[src/rtl/inc_pulse_pkg.sv]
// Shared types and constants for the increment pulse generator.
package inc_pulse_pkg;

  // FSM states: idle, one-cycle pulse, inter-pulse gap.
  typedef enum logic [1:0] {
    IDLE  = 2'd0,
    PULSE = 2'd1,
    WAIT  = 2'd2
  } ips_state_t;

  // Width of the gap timer; GAP must fit in 0..15.
  localparam int GAP_W = 4;

  // Default parameter values.
  localparam int WIDTH_DEF  = 8;
  localparam int GAP_DEF    = 2;
  localparam int PEND_W_DEF = 4;

endpackage

[src/rtl/sat_event_counter.sv]
// Pending-event counter: counts accepted events up, issued pulses down,
// and withholds ready at full scale so the count never wraps.
module sat_event_counter #(
  parameter int PEND_W = 4
) (
  input  logic              clk,
  input  logic              srst,
  input  logic              clr,
  input  logic              up_req,
  input  logic              dn,
  output logic [PEND_W-1:0] count,
  output logic              ready
);

  localparam logic [PEND_W-1:0] FULL = {PEND_W{1'b1}};
  localparam logic [PEND_W-1:0] ONE  = PEND_W'(1);

  logic [PEND_W-1:0] count_q;
  logic [PEND_W-1:0] count_d;
  logic              up_s;

  // Ready depends on the registered count only; a clear discards a same-edge accept.
  always_comb begin
    ready = (count_q != FULL);
    up_s  = up_req && ready && !clr;
  end

  // Next count: clear wins, otherwise net of accept and issue.
  always_comb begin
    count_d = count_q;
    if (clr) begin
      count_d = '0;
    end else if (up_s && !dn) begin
      count_d = count_q + ONE;
    end else if (!up_s && dn) begin
      count_d = count_q - ONE;
    end else begin
      count_d = count_q;
    end
  end

  // Count register with synchronous reset.
  always_ff @(posedge clk) begin
    if (srst) begin
      count_q <= '0;
    end else begin
      count_q <= count_d;
    end
  end

  assign count = count_q;

endmodule

[src/rtl/inc_pulse_gen.sv]
// Rate-limited increment pulse generator with clear and a shadow issue count.
module inc_pulse_gen
  import inc_pulse_pkg::*;
#(
  parameter int WIDTH  = WIDTH_DEF,
  parameter int GAP    = GAP_DEF,
  parameter int PEND_W = PEND_W_DEF
) (
  input  logic              aclk,
  input  logic              srst,
  input  logic              evt_valid,
  output logic              evt_ready,
  input  logic              clr_req,
  output logic              inc,
  output logic              clr,
  output logic [PEND_W-1:0] pending,
  output logic [WIDTH-1:0]  issued,
  output logic              busy
);

  localparam bit              GAP_ZERO   = (GAP == 0);
  localparam logic [GAP_W-1:0] GAP_RELOAD = (GAP > 0) ? GAP_W'(GAP - 1) : {GAP_W{1'b0}};
  localparam logic [GAP_W-1:0] GAP_ONE    = GAP_W'(1);
  localparam logic [WIDTH-1:0] ISS_ONE    = WIDTH'(1);

  ips_state_t       state_q, state_d;
  logic [GAP_W-1:0] gap_q, gap_d;
  logic             inc_q, inc_d;
  logic             clr_q, clr_d;
  logic [WIDTH-1:0] issued_q, issued_d;
  logic             issue_s;
  logic             pend_nz_s;

  sat_event_counter #(
    .PEND_W (PEND_W)
  ) u_pend (
    .clk    (aclk),
    .srst   (srst),
    .clr    (clr_req),
    .up_req (evt_valid),
    .dn     (issue_s),
    .count  (pending),
    .ready  (evt_ready)
  );

  assign pend_nz_s = (pending != {PEND_W{1'b0}});

  // Next-state logic: pulse scheduling, gap timing, clear abort and issue counting.
  always_comb begin
    state_d = state_q;
    gap_d   = gap_q;
    issue_s = 1'b0;
    case (state_q)
      IDLE: begin
        if (pend_nz_s) begin
          state_d = PULSE;
          issue_s = 1'b1;
        end else begin
          state_d = IDLE;
        end
      end
      PULSE: begin
        if (GAP_ZERO) begin
          if (pend_nz_s) begin
            state_d = PULSE;
            issue_s = 1'b1;
          end else begin
            state_d = IDLE;
          end
        end else begin
          gap_d   = GAP_RELOAD;
          state_d = WAIT;
        end
      end
      WAIT: begin
        if (gap_q == {GAP_W{1'b0}}) begin
          if (pend_nz_s) begin
            state_d = PULSE;
            issue_s = 1'b1;
          end else begin
            state_d = IDLE;
          end
        end else begin
          gap_d = gap_q - GAP_ONE;
        end
      end
      default: begin
        state_d = IDLE;
        gap_d   = {GAP_W{1'b0}};
      end
    endcase

    // A clear aborts any pulse that would have been issued at this edge.
    if (clr_req) begin
      state_d = IDLE;
      gap_d   = {GAP_W{1'b0}};
      issue_s = 1'b0;
    end else begin
      issue_s = issue_s;
    end

    inc_d = issue_s;
    clr_d = clr_req;

    if (clr_req) begin
      issued_d = {WIDTH{1'b0}};
    end else if (issue_s) begin
      issued_d = issued_q + ISS_ONE;
    end else begin
      issued_d = issued_q;
    end
  end

  // State and output registers with synchronous reset.
  always_ff @(posedge aclk) begin
    if (srst) begin
      state_q  <= IDLE;
      gap_q    <= {GAP_W{1'b0}};
      inc_q    <= 1'b0;
      clr_q    <= 1'b0;
      issued_q <= {WIDTH{1'b0}};
    end else begin
      state_q  <= state_d;
      gap_q    <= gap_d;
      inc_q    <= inc_d;
      clr_q    <= clr_d;
      issued_q <= issued_d;
    end
  end

  assign inc    = inc_q;
  assign clr    = clr_q;
  assign issued = issued_q;
  assign busy   = (state_q != IDLE) || pend_nz_s;

endmodule

[config.mk]
export PLATFORM = sky130hd
export DESIGN_NAME = inc_pulse_gen
export DESIGN_NICKNAME = d
export VERILOG_FILES = /design/src/rtl/inc_pulse_pkg.sv /design/src/rtl/sat_event_counter.sv /design/src/rtl/inc_pulse_gen.sv
export SDC_FILE = /design/constraint.sdc
export NUM_CORES = 1
export LEC_CHECK = 0
export CAP_MARGIN = 20
export CELL_PAD_IN_SITES_DETAIL_PLACEMENT = 0
export CELL_PAD_IN_SITES_GLOBAL_PLACEMENT = 1
export CORE_MARGIN = 10
export CORE_UTILIZATION = 41
export DETAILED_ROUTE_END_ITERATION = 16
export PLACE_DENSITY = 0.8
export SYNTH_ARGS = -nofsm -noshare
export SYNTH_HDL_FRONTEND = slang
export SYNTH_HIERARCHICAL = 1
export SYNTH_SLANG_ARGS = --single-unit
[constraint.sdc]
create_clock -name aclk -period 6.4 [get_ports aclk]
set_clock_uncertainty 0.05 [all_clocks]
set_input_delay 1.28 -clock aclk [delete_from_list [all_inputs] [get_ports aclk]]
set_output_delay 1.28 -clock aclk [all_outputs]
set_load 0.05 [all_outputs]
==> impl_metrics.json <==
{
  "status": "complete, no violations",
  "postSynth.asyncResetShare_pct": 0,
  "crit_chain": "clkdlybuf4s50_1 > inv_1 > o211ai_4 > inv_1 > inv_1 > ha_1 > inv_1 > ha_1 > nand3_1 > a211o_1 > a2111oi_2 > a31o_1",
  "drtIter0Drc": 47,
  "worst_ep_arrival_time_ns": 3.83,
  "clock_path_buffers": 2,
  "fmax_mhz": 275,
  "cts_max_level": 1,
  "critPathCaptureType": "flip-flop",
  "worst_slew_pin_slew_ns": 0.834,
  "maxCapViolCount": 0,
  "worstPathRequired_ns": 6.59,
  "port_buffers": 19,
  "clock-sinks": 20,
  "max_slew_margin_pct": 44.4,
  "crit_top_cell": "inv_1",
  "cts_buffers": 3,
  "start_util_pct": 43.8,
  "yosysSeqAreaShare_pct": 35.9,
  "reg2reg_to": "u_pend/count[3]",
  "core_sq_um": 2540,
  "multi_input_area_sq_um": 658,
  "finalHoldViolCount": 0,
  "core.rowCount": 18,
  "clk_latency_ns": 0.29,
  "ctsResizeCount": 0,
  "route.antenna.remaining_nets": 0,
  "place_congestion": 0.735,
  "num-fill-cells": 245,
  "cpMaxStageDelayCell": "clkdlybuf4s50_1",
  "final_nets": 163,
  "min_from": "issued[7]",
  "yosysUniqueCellTypes": 34,
  "synth.avg_cell_area_sq_um": 8.78,
  "synth_cells": 127,
  "die_h_microns": 72.1,
  "power_density_nw_per_um2": 201,
  "num_antenna_cells": 0,
  "dpl.hpwl_microns": 1780,
  "routed_wl_microns": 2300,
  "drcViolationCount": 0,
  "cp-start-kind": "input port",
  "first_pass_iters": 4,
  "final_common_cell": "dfxtp_1",
  "synth.ff_latch_count": 20,
  "synth_warnings": 6,
  "critPathLaunch": "clr_req",
  "stdcell_count": 176,
  "rsz0062_at_grt": "no",
  "wl_per_cell_microns": 13.1,
  "worstHoldPathCells": 2,
  "synth_edf_count": 0,
  "antenna_found_initial": 0,
  "crit_family": "buffers and inverters",
  "holdPathEnd": "issued[7]",
  "syn_nets": 142,
  "regArea_sq_um": 400,
  "period_needed_ns": 3.64,
  "clkTransAtPathRegs_ns": 0.10,
  "crit_buf_inv": 5,
  "hold_path.class": "reg -> reg",
  "netlist_area_sq_um": 1110,
  "tns_ns": 0,
  "final_cell_mix": "dfxtp_1, clkdlybuf4s50_1, nor2_1",
  "fin_crit_sh_pct": 56.9,
  "area_growth_pct": 20.8,
  "grt_pass1_wl_microns": 3820,
  "r2r_slack_ns": 3.37,
  "worstSetupPathType": "in -> reg",
  "slew_viol_final": 0,
  "dp_cells": 173,
  "ys.flop_type": "dfxtp_1",
  "overflow": 0,
  "grt_max_degree": 17,
  "clock-root-buffer": "clkbuf_4",
  "die_area_sq_um": 5200,
  "first_global_vias": 863,
  "worstPathMaxFanout": 16,
  "critPathMaxStageDelay_ns": 0.63,
  "peakVddDrop_uv": 112,
  "die_w_microns": 72.1,
  "fin_total_pwr_uw": 270,
  "drive_gt1_share_pct": 4.79,
  "pin_count": 20,
  "via_per_inst": 5.38,
  "cts_tree": "yes",
  "vias": 946,
  "p_leak_uw": 0.000514,
  "hold_buffers": 0,
  "setup_viol": 0,
  "track_usage_pct": 8.72,
  "worstRegToRegCells": 13,
  "cts_setup_buffers": 0,
  "rr_startpoint": "state_q[0]"
}
==> final cells by class <==
cell class | instances | share of cell area, %
timing repair buffer | 19 | 14.1
clock buffer | 3 | 1.67
tap | 30 | 2.79
multi-input combinational | 94 | 48.9
sequential | 20 | 29.7
inverter | 10 | 2.79
==> logic make-up after synthesis <==
| kind of cell | count (synthesis) | share of synthesized area, % |
|---|---|---|
| xor gates and xnor gates | 3 | 2.36 |
| buffers and inverters | 13 | 5.05 |
| DFF | 20 | 35.9 |
| and+or+nand+nor | 49 | 23.3 |
| adders and majority gates | 11 | 13.0 |
| muxes | 5 | 4.60 |
| AOI/OAI and AO/OA | 26 | 15.7 |
==> metrics by stage <==
stage | util, % | setup slack (ns) | area (sq um) | hold slack, ns
after global placement | 52.0 | 2.54 | 1320 | 0.421
after detailed placement | 52.0 | 2.45 | 1320 | 0.435
after global routing | 52.9 | 2.58 | 1350 | 0.477
after CTS | 52.9 | 2.76 | 1350 | 0.452
after floorplan | - | 3.18 | 1110 | 0.412
final | 52.9 | 2.76 | 1350 | 0.444
==> where the power goes <==
group | internal [uW] | leakage (uW) | switching, uW | total (uW)
Sequential | 129 | 0.000162 | 5.86 | 134
Clock | 21.8 | 0.0000138 | 35.6 | 57.4
Combinational | 28.8 | 0.000338 | 49.4 | 78.2
==> registers in the layout, indices dropped and copies added, names as in the netlist <==
signal,count
gap_q,4
inc,1
issued,8
clr,1
state_q,2
u_pend/count,4
==> metal layers <==
layer	routed length, microns	GRT usage, %	part of all wire [%]
met1	1070	10.5	47
met2	1050	13.7	46
met3	152	3.13	6.6
met4	25	3.44	1.1
met5	0	0	0
==> cell usage after synthesis, types with 2 or more instances <==
| cell | number | area share, % |
|---|---|---|
| dfxtp_1 | 20 | 36 |
| nor2_1 | 14 | 4.7 |
| a21oi_1 | 10 | 4.5 |
| ha_1 | 10 | 11 |
| inv_1 | 10 | 3.4 |
| o21ai_0 | 9 | 4.0 |
| nand2_1 | 6 | 2.0 |
| or3_1 | 6 | 3.4 |
| nand3_1 | 5 | 2.2 |
| nor3_1 | 5 | 2.2 |
| mux2i_1 | 4 | 3.6 |
| clkbuf_1 | 2 | 0.67 |
| nor2b_1 | 2 | 1.1 |
| nor4_1 | 2 | 1.1 |
| or4_1 | 2 | 1.3 |
| xor2_1 | 2 | 1.6 |
==> worst register-to-register path: cells and delay by family, from the launching register on <==
kind | cells | cell delay [ns]
AO/OA/AOI/OAI | 4 | 1.10
adder cells (fa/ha/maj) | 3 | 0.76
buffers and inverters | 4 | 0.30
AND/OR/NAND/NOR | 2 | 0.36
flip-flops | 1 | 0.41
==> worst max path at each step <==
stage,to,slack [ns],depth (start not counted)
after floorplan,u_pend/count[3],3.18,9
final,u_pend/count[3],2.76,12
after CTS,u_pend/count[3],2.76,12
after global routing,u_pend/count[3],2.58,12
after detailed placement,u_pend/count[3],2.45,12
after global placement,u_pend/count[3],2.54,12
Power figures use the tool's default switching activity.
